===== src/rtl/uart_mmio_responder_pkg.sv =====
// Shared constants for the UART MMIO responder:
// register word offsets and STATUS bit positions.
package uart_mmio_responder_pkg;

  typedef enum logic [13:0] {
    REG_STATUS = 14'd0,
    REG_RXDATA = 14'd1,
    REG_TXDATA = 14'd2,
    REG_LEVELS = 14'd3
  } reg_e;

  localparam int ST_TX_NOT_FULL  = 0;
  localparam int ST_RX_NOT_EMPTY = 1;
  localparam int ST_TX_OVF       = 2;

  function automatic logic [7:0] lvl8(input logic [15:0] c);
    return c[7:0];
  endfunction

endpackage


===== src/rtl/uart_mmio_responder_sync_fifo.sv =====
// First-word fall-through synchronous FIFO.
// A push into an empty FIFO becomes visible the following cycle.
module sync_fifo #(
  parameter int WIDTH = 8,
  parameter int DEPTH = 8,
  parameter int CNT_W = $clog2(DEPTH) + 1
) (
  input  logic             clk,
  input  logic             rst,
  input  logic             i_push,
  input  logic             i_pop,
  input  logic [WIDTH-1:0] i_din,
  output logic [WIDTH-1:0] o_dout,
  output logic             o_full,
  output logic             o_empty,
  output logic [CNT_W-1:0] o_count
);

  localparam int PW = $clog2(DEPTH);

  logic [WIDTH-1:0] r_mem [DEPTH];
  logic [PW-1:0]    r_wptr;
  logic [PW-1:0]    r_rptr;
  logic [CNT_W-1:0] r_count;
  logic             w_push;
  logic             w_pop;

  assign o_full  = (r_count == CNT_W'(DEPTH));
  assign o_empty = (r_count == '0);
  assign o_count = r_count;
  assign o_dout  = r_mem[r_rptr];
  assign w_push  = i_push & ~o_full;
  assign w_pop   = i_pop & ~o_empty;

  always_ff @(posedge clk) begin
    if (w_push) r_mem[r_wptr] <= i_din;
  end

  always_ff @(posedge clk) begin
    if (rst) begin
      r_wptr  <= '0;
      r_rptr  <= '0;
      r_count <= '0;
    end else begin
      if (w_push) r_wptr <= r_wptr + 1'b1;
      if (w_pop)  r_rptr <= r_rptr + 1'b1;
      case ({w_push, w_pop})
        2'b10:   r_count <= r_count + 1'b1;
        2'b01:   r_count <= r_count - 1'b1;
        default: r_count <= r_count;
      endcase
    end
  end

endmodule


===== src/rtl/uart_mmio_responder.sv =====
// CPU IO-space responder for the UART window with RX/TX FIFOs.
// Loads return one cycle later and reflect the pre-edge state.
module uart_mmio_responder
  import uart_mmio_responder_pkg::*;
#(
  parameter int FIFO_DEPTH = 8,
  parameter int CNT_W      = 4
) (
  input  logic        clk,
  input  logic        rst,
  input  logic [13:0] io_addr,
  input  logic        io_re,
  input  logic [3:0]  io_we,
  input  logic [31:0] io_din,
  output logic [31:0] io_dout,
  input  logic [7:0]  rx_data,
  input  logic        rx_valid,
  output logic        rx_ready,
  output logic [7:0]  tx_data,
  output logic        tx_valid,
  input  logic        tx_ready
);

  logic [7:0]       w_rx_head;
  logic             w_rx_full;
  logic             w_rx_empty;
  logic [CNT_W-1:0] w_rx_count;
  logic             w_rx_push;
  logic             w_rx_pop;
  logic             w_tx_full;
  logic             w_tx_empty;
  logic [CNT_W-1:0] w_tx_count;
  logic             w_tx_wr;
  logic             w_tx_push;
  logic             w_tx_pop;
  logic             w_ovf_clr;
  logic [31:0]      w_rdata;
  logic             w_unused;
  logic             r_tx_ovf;
  logic [31:0]      r_dout;

  assign rx_ready  = ~rst & ~w_rx_full;
  assign w_rx_push = rx_valid & rx_ready;
  assign w_rx_pop  = io_re & (io_addr == REG_RXDATA) & ~w_rx_empty;

  assign tx_valid  = ~w_tx_empty;
  assign w_tx_pop  = tx_valid & tx_ready;
  assign w_tx_wr   = io_we[0] & (io_addr == REG_TXDATA);
  assign w_tx_push = w_tx_wr & ~w_tx_full;
  assign w_ovf_clr = io_we[0] & (io_addr == REG_STATUS) & io_din[ST_TX_OVF];

  assign w_unused  = ^{io_we[3:1], io_din[31:8]};
  assign io_dout   = r_dout;

  sync_fifo #(.WIDTH(8), .DEPTH(FIFO_DEPTH), .CNT_W(CNT_W)) u_rx (
    .clk     (clk),
    .rst     (rst),
    .i_push  (w_rx_push),
    .i_pop   (w_rx_pop),
    .i_din   (rx_data),
    .o_dout  (w_rx_head),
    .o_full  (w_rx_full),
    .o_empty (w_rx_empty),
    .o_count (w_rx_count)
  );

  sync_fifo #(.WIDTH(8), .DEPTH(FIFO_DEPTH), .CNT_W(CNT_W)) u_tx (
    .clk     (clk),
    .rst     (rst),
    .i_push  (w_tx_push),
    .i_pop   (w_tx_pop),
    .i_din   (io_din[7:0]),
    .o_dout  (tx_data),
    .o_full  (w_tx_full),
    .o_empty (w_tx_empty),
    .o_count (w_tx_count)
  );

  always_comb begin
    w_rdata = '0;
    case (io_addr)
      REG_STATUS: begin
        w_rdata[ST_TX_NOT_FULL]  = ~w_tx_full;
        w_rdata[ST_RX_NOT_EMPTY] = ~w_rx_empty;
        w_rdata[ST_TX_OVF]       = r_tx_ovf;
      end
      REG_RXDATA: w_rdata = {24'b0, w_rx_empty ? 8'h00 : w_rx_head};
      REG_LEVELS: w_rdata = {8'b0, lvl8(16'(w_rx_count)),
                             8'b0, lvl8(16'(w_tx_count))};
      default:    w_rdata = '0;
    endcase
  end

  // Overflow set takes priority over a same-cycle software clear
  always_ff @(posedge clk) begin
    if (rst) begin
      r_tx_ovf <= 1'b0;
      r_dout   <= '0;
    end else begin
      if (w_tx_wr & w_tx_full) r_tx_ovf <= 1'b1;
      else if (w_ovf_clr)      r_tx_ovf <= 1'b0;
      if (io_re) r_dout <= w_rdata;
    end
  end

endmodule


===== config.mk =====
export PLATFORM = sky130hd
export DESIGN_NAME = uart_mmio_responder
export DESIGN_NICKNAME = d
export VERILOG_FILES = /design/src/rtl/uart_mmio_responder_pkg.sv /design/src/rtl/uart_mmio_responder_sync_fifo.sv /design/src/rtl/uart_mmio_responder.sv
export SDC_FILE = /design/constraint.sdc
export NUM_CORES = 1
export LEC_CHECK = 0
export ABC_AREA = 0
export BUFFER_PORTS_ARGS = -buffer_cell sky130_fd_sc_hd__buf_2
export CAP_MARGIN = 25
export CORE_ASPECT_RATIO = 1.1
export CORE_MARGIN = 8
export CORE_UTILIZATION = 55
export CTS_CLUSTER_SIZE = 25
export DETAILED_ROUTE_END_ITERATION = 8
export PLACE_DENSITY = 0.79
export SYNTH_ARGS = -nofsm -noshare
export SYNTH_HDL_FRONTEND = slang
export SYNTH_HIERARCHICAL = 1
export SYNTH_SLANG_ARGS = --single-unit
export TNS_END_PERCENT = 100

===== constraint.sdc =====
create_clock -name clk -period 5.8 [get_ports clk]
set_input_delay 0.58 -clock clk [delete_from_list [all_inputs] [get_ports clk]]
set_output_delay 0.58 -clock clk [all_outputs]
set_load 0.02 [all_outputs]

# == Yosys cells after proc, flatten, opt, wreduce, memory -nomap -nowiden ==
# Memory sizes are Yosys's and may differ from the RTL's. A register that Yosys moved wholly into a read port is not among the register bits.
# Cells that the tools add are included.
# Widths: inputs -> output; s select.
# word_totals
register_bits,53
mem_bits_rw,128
in_bits,63
output_inout_bits,42
elab_cells,67
mem_count,2
# mem_list
memory,depth,word_bits,rd,rd_clocked_by_memory_dff,wr,line,source
u_rx.r_mem,8,8,1,1,1,uart_mmio_responder_sync_fifo.sv:21,logic [WIDTH-1:0] r_mem [DEPTH];
u_tx.r_mem,8,8,1,1,1,uart_mmio_responder_sync_fifo.sv:21,
# classes
addsub,8
eq_ne,9
muxes,15
bitwise_logic,19
n_reduce_logical,6
# ops
op,count
$pmux 17 s2,1
$eq 14x2->1 const B,2
$pmux 4 s2,2
$and 1x1->1,14
$eq 14x1->1 const B,1
$logic_not 14->1,1
$add 3x1->3 const B,4
$mux 3,4
$pmux 3 s3,1
$add 4x1->4 const B,2
$eq 4x4->1 const B,2
$logic_not 4->1,2
$mux 8,1
$sub 4x1->4 const B,2
$mux 1,6
$reduce_bool 2->1,3
$not 1->1,5
$eq 2x1->1 const B,2
$eq 2x2->1 const B,2

# == Longest topological paths before layout ==
# depth
ltp_word,7
mapped_depth,14
depth_no_buf,12

# == Modules after synthesis ==
# The synthesis kept the hierarchy.
# modules_own_cells
module,instances,cells_per_inst,area_per_inst_um2,seq_area_each_um2
sync_fifo,2,167,3150.5,2182.1
uart_mmio_responder,1,92,780.7,260.2

# == Worst setup path before layout ==
# OpenSTA, ideal clock, no wires.
# synth_path
kind,input to register
start,input io_addr[5]
end,"register u_tx.r_count[2], in the netlist u_tx/o_count[2]"
setup_ns,0.071
t_arrival_ns,3.230
required_ns,5.729
setup_slack_ns,2.499
cell_stages,11
n_path_buf,0
cell_sequence,or4_1 > nor4_1 > and3b_1 > nand2_8 > ha_1 > xor2_1 > ha_1 > a21oi_1 > xor2_1 > or3_1 > a21oi_1
# synth_between
elab_chain_len,6
elab_cells_between_ends,8
cone_classes,3 x eq/ne; 1 x mux; 3 x bitwise; 1 x reduce/logical
# synth_rtl
item,line,source
start: declaration,uart_mmio_responder.sv:11,"input logic [13:0] io_addr,"
$eq 14x2->1 *,uart_mmio_responder.sv:48,assign w_tx_wr = io_we[0] & (io_addr == REG_TXDATA);
$and 1x1->1 *,uart_mmio_responder.sv:48,
$and 1x1->1 *,uart_mmio_responder.sv:49,assign w_tx_push = w_tx_wr & ~w_tx_full;
via w_tx_push,uart_mmio_responder.sv:34,logic w_tx_push;
$and 1x1->1 *,uart_mmio_responder_sync_fifo.sv:32,assign w_push = i_push & ~o_full;
$eq 2x1->1 or $eq 2x2->1 (tied branches),uart_mmio_responder_sync_fifo.sv:47,"case ({w_push, w_pop})"
$pmux 4 s2 or $reduce_bool 2->1 (tied branches),n/a,
end signal: assignment,uart_mmio_responder_sync_fifo.sv:48,2'b10: r_count <= r_count + 1'b1;
end signal: assignment,uart_mmio_responder_sync_fifo.sv:49,2'b01: r_count <= r_count - 1'b1;
end signal: assignment,uart_mmio_responder_sync_fifo.sv:50,default: r_count <= r_count;
end: declaration,uart_mmio_responder_sync_fifo.sv:24,logic [CNT_W-1:0] r_count;
# The timed path passes the listed nets; every way through them passes the cells marked *.
# A chain may end at the register's enable or synchronous reset.

# == Final worst setup path ==
# layout_path
start,input io_addr[5]
end,"register u_rx.r_count[2], in the netlist u_rx/o_count[2]"
# layout_between
elab_chain_len,6
elab_cells_between_ends,8
cone_classes,3 x eq/ne; 1 x mux; 3 x bitwise; 1 x reduce/logical
# layout_rtl
item,line,source
$eq 14x1->1 *,uart_mmio_responder.sv:44,assign w_rx_pop = io_re & (io_addr == REG_RXDATA) & ~w_rx_empty;
$and 1x1->1 * (2 in series),uart_mmio_responder.sv:44,
via w_rx_pop,uart_mmio_responder.sv:29,logic w_rx_pop;
$and 1x1->1 *,uart_mmio_responder_sync_fifo.sv:33,assign w_pop = i_pop & ~o_empty;
via u_rx.w_pop,uart_mmio_responder_sync_fifo.sv:26,logic w_pop;
$eq 2x1->1 or $eq 2x2->1 (tied branches),uart_mmio_responder_sync_fifo.sv:47,
$pmux 4 s2 or $reduce_bool 2->1 (tied branches),n/a,
end signal: assignment,uart_mmio_responder_sync_fifo.sv:48,
end signal: assignment,uart_mmio_responder_sync_fifo.sv:49,
end signal: assignment,uart_mmio_responder_sync_fifo.sv:50,
end: declaration,uart_mmio_responder_sync_fifo.sv:24,
# Marks and branches as above.

==> summary.txt <==
Peak supply drop: 0.000291 V
Setup repair bufs after CTS: 0
Warnings, synthesis: 6
Fin crit period: 3360 ps
Crit path DAT: 3710 ps
CP Data Required Time: 6140 ps
CTS Hold Bufs: 0
Mapped Area: 7080 µm²
Slew margin rel.: 34.4%
CTS buffer count: 17
R2R Path Start: u_rx/o_count[0]
Post-synthesis sequential area ratio: 65.3%
Synth area leaders: edfxtp_1 (54%), dfxtp_1 (11%), mux4_1 (5.9%)
Router iterations before antenna repair: 4
Share of layout cells above drive strength 1: 28.8%
Async SR Flop Fraction: 0%
Average size of a mapped cell: 16.6 µm²
Achievable frequency: 0.297 GHz
Area of the multi-input gates: 2230 µm²
Setup skew after layout: 7.61 ps
Starting Density: 56.3%
Max-Cap Viols: 0
Reg2Reg Setup Slack: 2790 ps
# fillers: 887
CTS Buffer Depth: 2
CTS Sinks: 167
Post-synth EDFFs: 128
Synth Register Bits: 167
RSZ-0062 raised after global routing: no
CP delay by family, top: simple AND/OR/NAND/NOR gates
Final RePlAce weighted congestion: 0.723
Peak fanout along the critical path: 9
Core Area: 12,600 µm²
CTS tree: done
Critical-path cell list: buf_2, or4_1, nor4_4, and3_1, o41a_1, ha_1, xor2_1, ha_1, a21oi_1, xor2_1, or3_1, a21oi_1
Endpoints failing hold: 0
Crit-path slowest cell: or4_1
Initial antenna violation count: 0
Total wire length: 13,200 µm
Worst-path clk slew: 60 ps
GRT Residual Overflow: 0
Die area: 16,800 µm²
First-pass GRT wire length: 20,500 µm
Largest net degree at the start of global routing: 38
PD cells: 312 nW/µm²
Fin Setup TNS: 0 ps
Worst setup EP type: flop
Most frequent cells in the layout: edfxtp_1 (128), buf_2 (57), dfxtp_1 (39), nor2_1 (30), conb_1 (20)
Hold path cells: 1
Worst Min Path Start: io_din[5]
Port Buffer Count: 57
Clk_lat worst skew: 420 ps
Crit Path Class: in2reg
Routed wire per std cell: 20.0 µm
Run status: finished clean
Starting DRT DRC Count: 212
Nets: 564
Overall power: 2510 µW
Post-CTS sizing: 0
Cells after Synth: 426
# diodes: 0
Final ANT Viol Nets: 0
Tcrit/Tclk final: 58.0%
Worst-Margin Slew: 981 ps
CTS HTree Levels: 4
Hold WC Path Type: in2reg
Via Count: 3,775
Unique masters post-synth: 49
DIE HEIGHT: 135 µm
R2R Path End: u_rx/o_count[2]
Top cell type's share of synthesized area: 54.3%
I/O pins: 105
Drt via density: 5.71
Leading area contributor after synthesis: edfxtp_1
Final HPWL DP: 8710 µm
Vias in the first global route: 3,921
Hold Path Sink: u_tx/r_mem[2][5]
Die Width: 124 µm
FF/Latch Area: 4620 µm²
Root buffer cell: clkbuf_16
Crit. Startpoint: io_addr[5]
Standard-cell row count: 43
Final Max Tran Viols: 0
Pleak: 0.00283 µW
Cells on worst reg2reg path: 11
Buf/Inv on CP: 1
Most common cell after layout, fill and taps aside: edfxtp_1
Most used DFF post-synth: edfxtp_1
Worst path max stage delay: 630 ps
Startpoint types: input pin
Layout area overhead: 13.6%
Total global-route track usage: 16.6%
# setup viols final: 0
DRC: 0
Yosys cell counts (all sizes together) (6+ instances only):
master,instances
ha,10
mux4,32
clkbuf,7
nand2b,9
mux2,18
dfxtp,39
nor4,7
buf,32
inv,6
a21oi,17
edfxtp,128
nor3,9
xor2,12
nor2,30
nand3,7
nand2,13
a22o,7
how the worst max path moves through the flow:
stage	end	slack, ps	depth (start not counted)
floorplan	u_tx/o_count[2]	2500	11
global placement	u_rx/o_count[2]	2120	12
detailed placement	u_rx/o_count[2]	2040	12
CTS	u_rx/o_count[2]	2460	12
global route	u_rx/o_count[2]	2260	12
finish	u_rx/o_count[2]	2440	12
flip-flops by register name (all words and copies together) (netlist names), 4 cells and up, named ones only:
signal	cells
u_rx/r_mem	64
u_tx/r_mem	64
io_dout	12
u_rx/o_count	4
u_tx/o_count	4
final cells by class:
| class | instances | area share, % |
|---|---|---|
| clock inverters | 10 | 1.82 |
| inverters | 6 | 0.280 |
| flip-flops and latches | 167 | 57.5 |
| repair buffers | 66 | 4.48 |
| clock buffers | 22 | 5.77 |
| well taps | 157 | 2.44 |
| multi-input cells | 233 | 27.7 |
power breakdown:
part / switching, µW / total (µW) / internal [µW]
Sequential: 5.39 / 1300 / 1290
Combinational: 47.2 / 68.7 / 21.5
Clock: 438 / 1140 / 703
Total: 491 / 2510 / 2020
per-layer routing:
metal	up-vias	wire, µm	track usage (%)
met5	-	0	0
met4	0	224	6.55
met3	26	1100	5.34
met2	139	6880	28.6
met1	1850	5010	18.4
li1	1760	-	-
per-stage QoR:
step / hold slack, ps / instance area [µm²] / setup WS, ps / instances / utilization, %
floorplan: 465 / 7150 / 2500 / 445 / -
global placement: 460 / 7420 / 2120 / 628 / 58.9
detailed placement: 464 / 7420 / 2040 / 628 / 58.9
CTS: 403 / 8030 / 2460 / 660 / 63.8
global route: 408 / 8050 / 2260 / 661 / 63.9
finish: 422 / 8050 / 2440 / 661 / 63.9
worst register-to-register path, cell delays in order, from the launching register on:
cell and delay (ps):
dfxtp_1 500, nor4_1 90, nor2_1 490, and3_1 240, o41a_1 280, ha_1 330, xor2_1 180, ha_1 160
a21oi_1 50, xor2_1 170, or3_1 310, a21oi_1 150
kinds of logic after synthesis:
logic type                 count (synthesis)  share of synthesized area (%)
muxes                                     54                           14.5
other                                      1                         0.0530
and+or+nand+nor                          100                           8.67
adders and majority gates                 10                           1.77
DFF                                      167                           65.3
buffers and inverters                     45                           4.33
AOI/OAI and AO/OA                         35                           3.48
xor gates and xnor gates                  14                           1.94
Note: power is estimated with default switching activity, not from simulation.
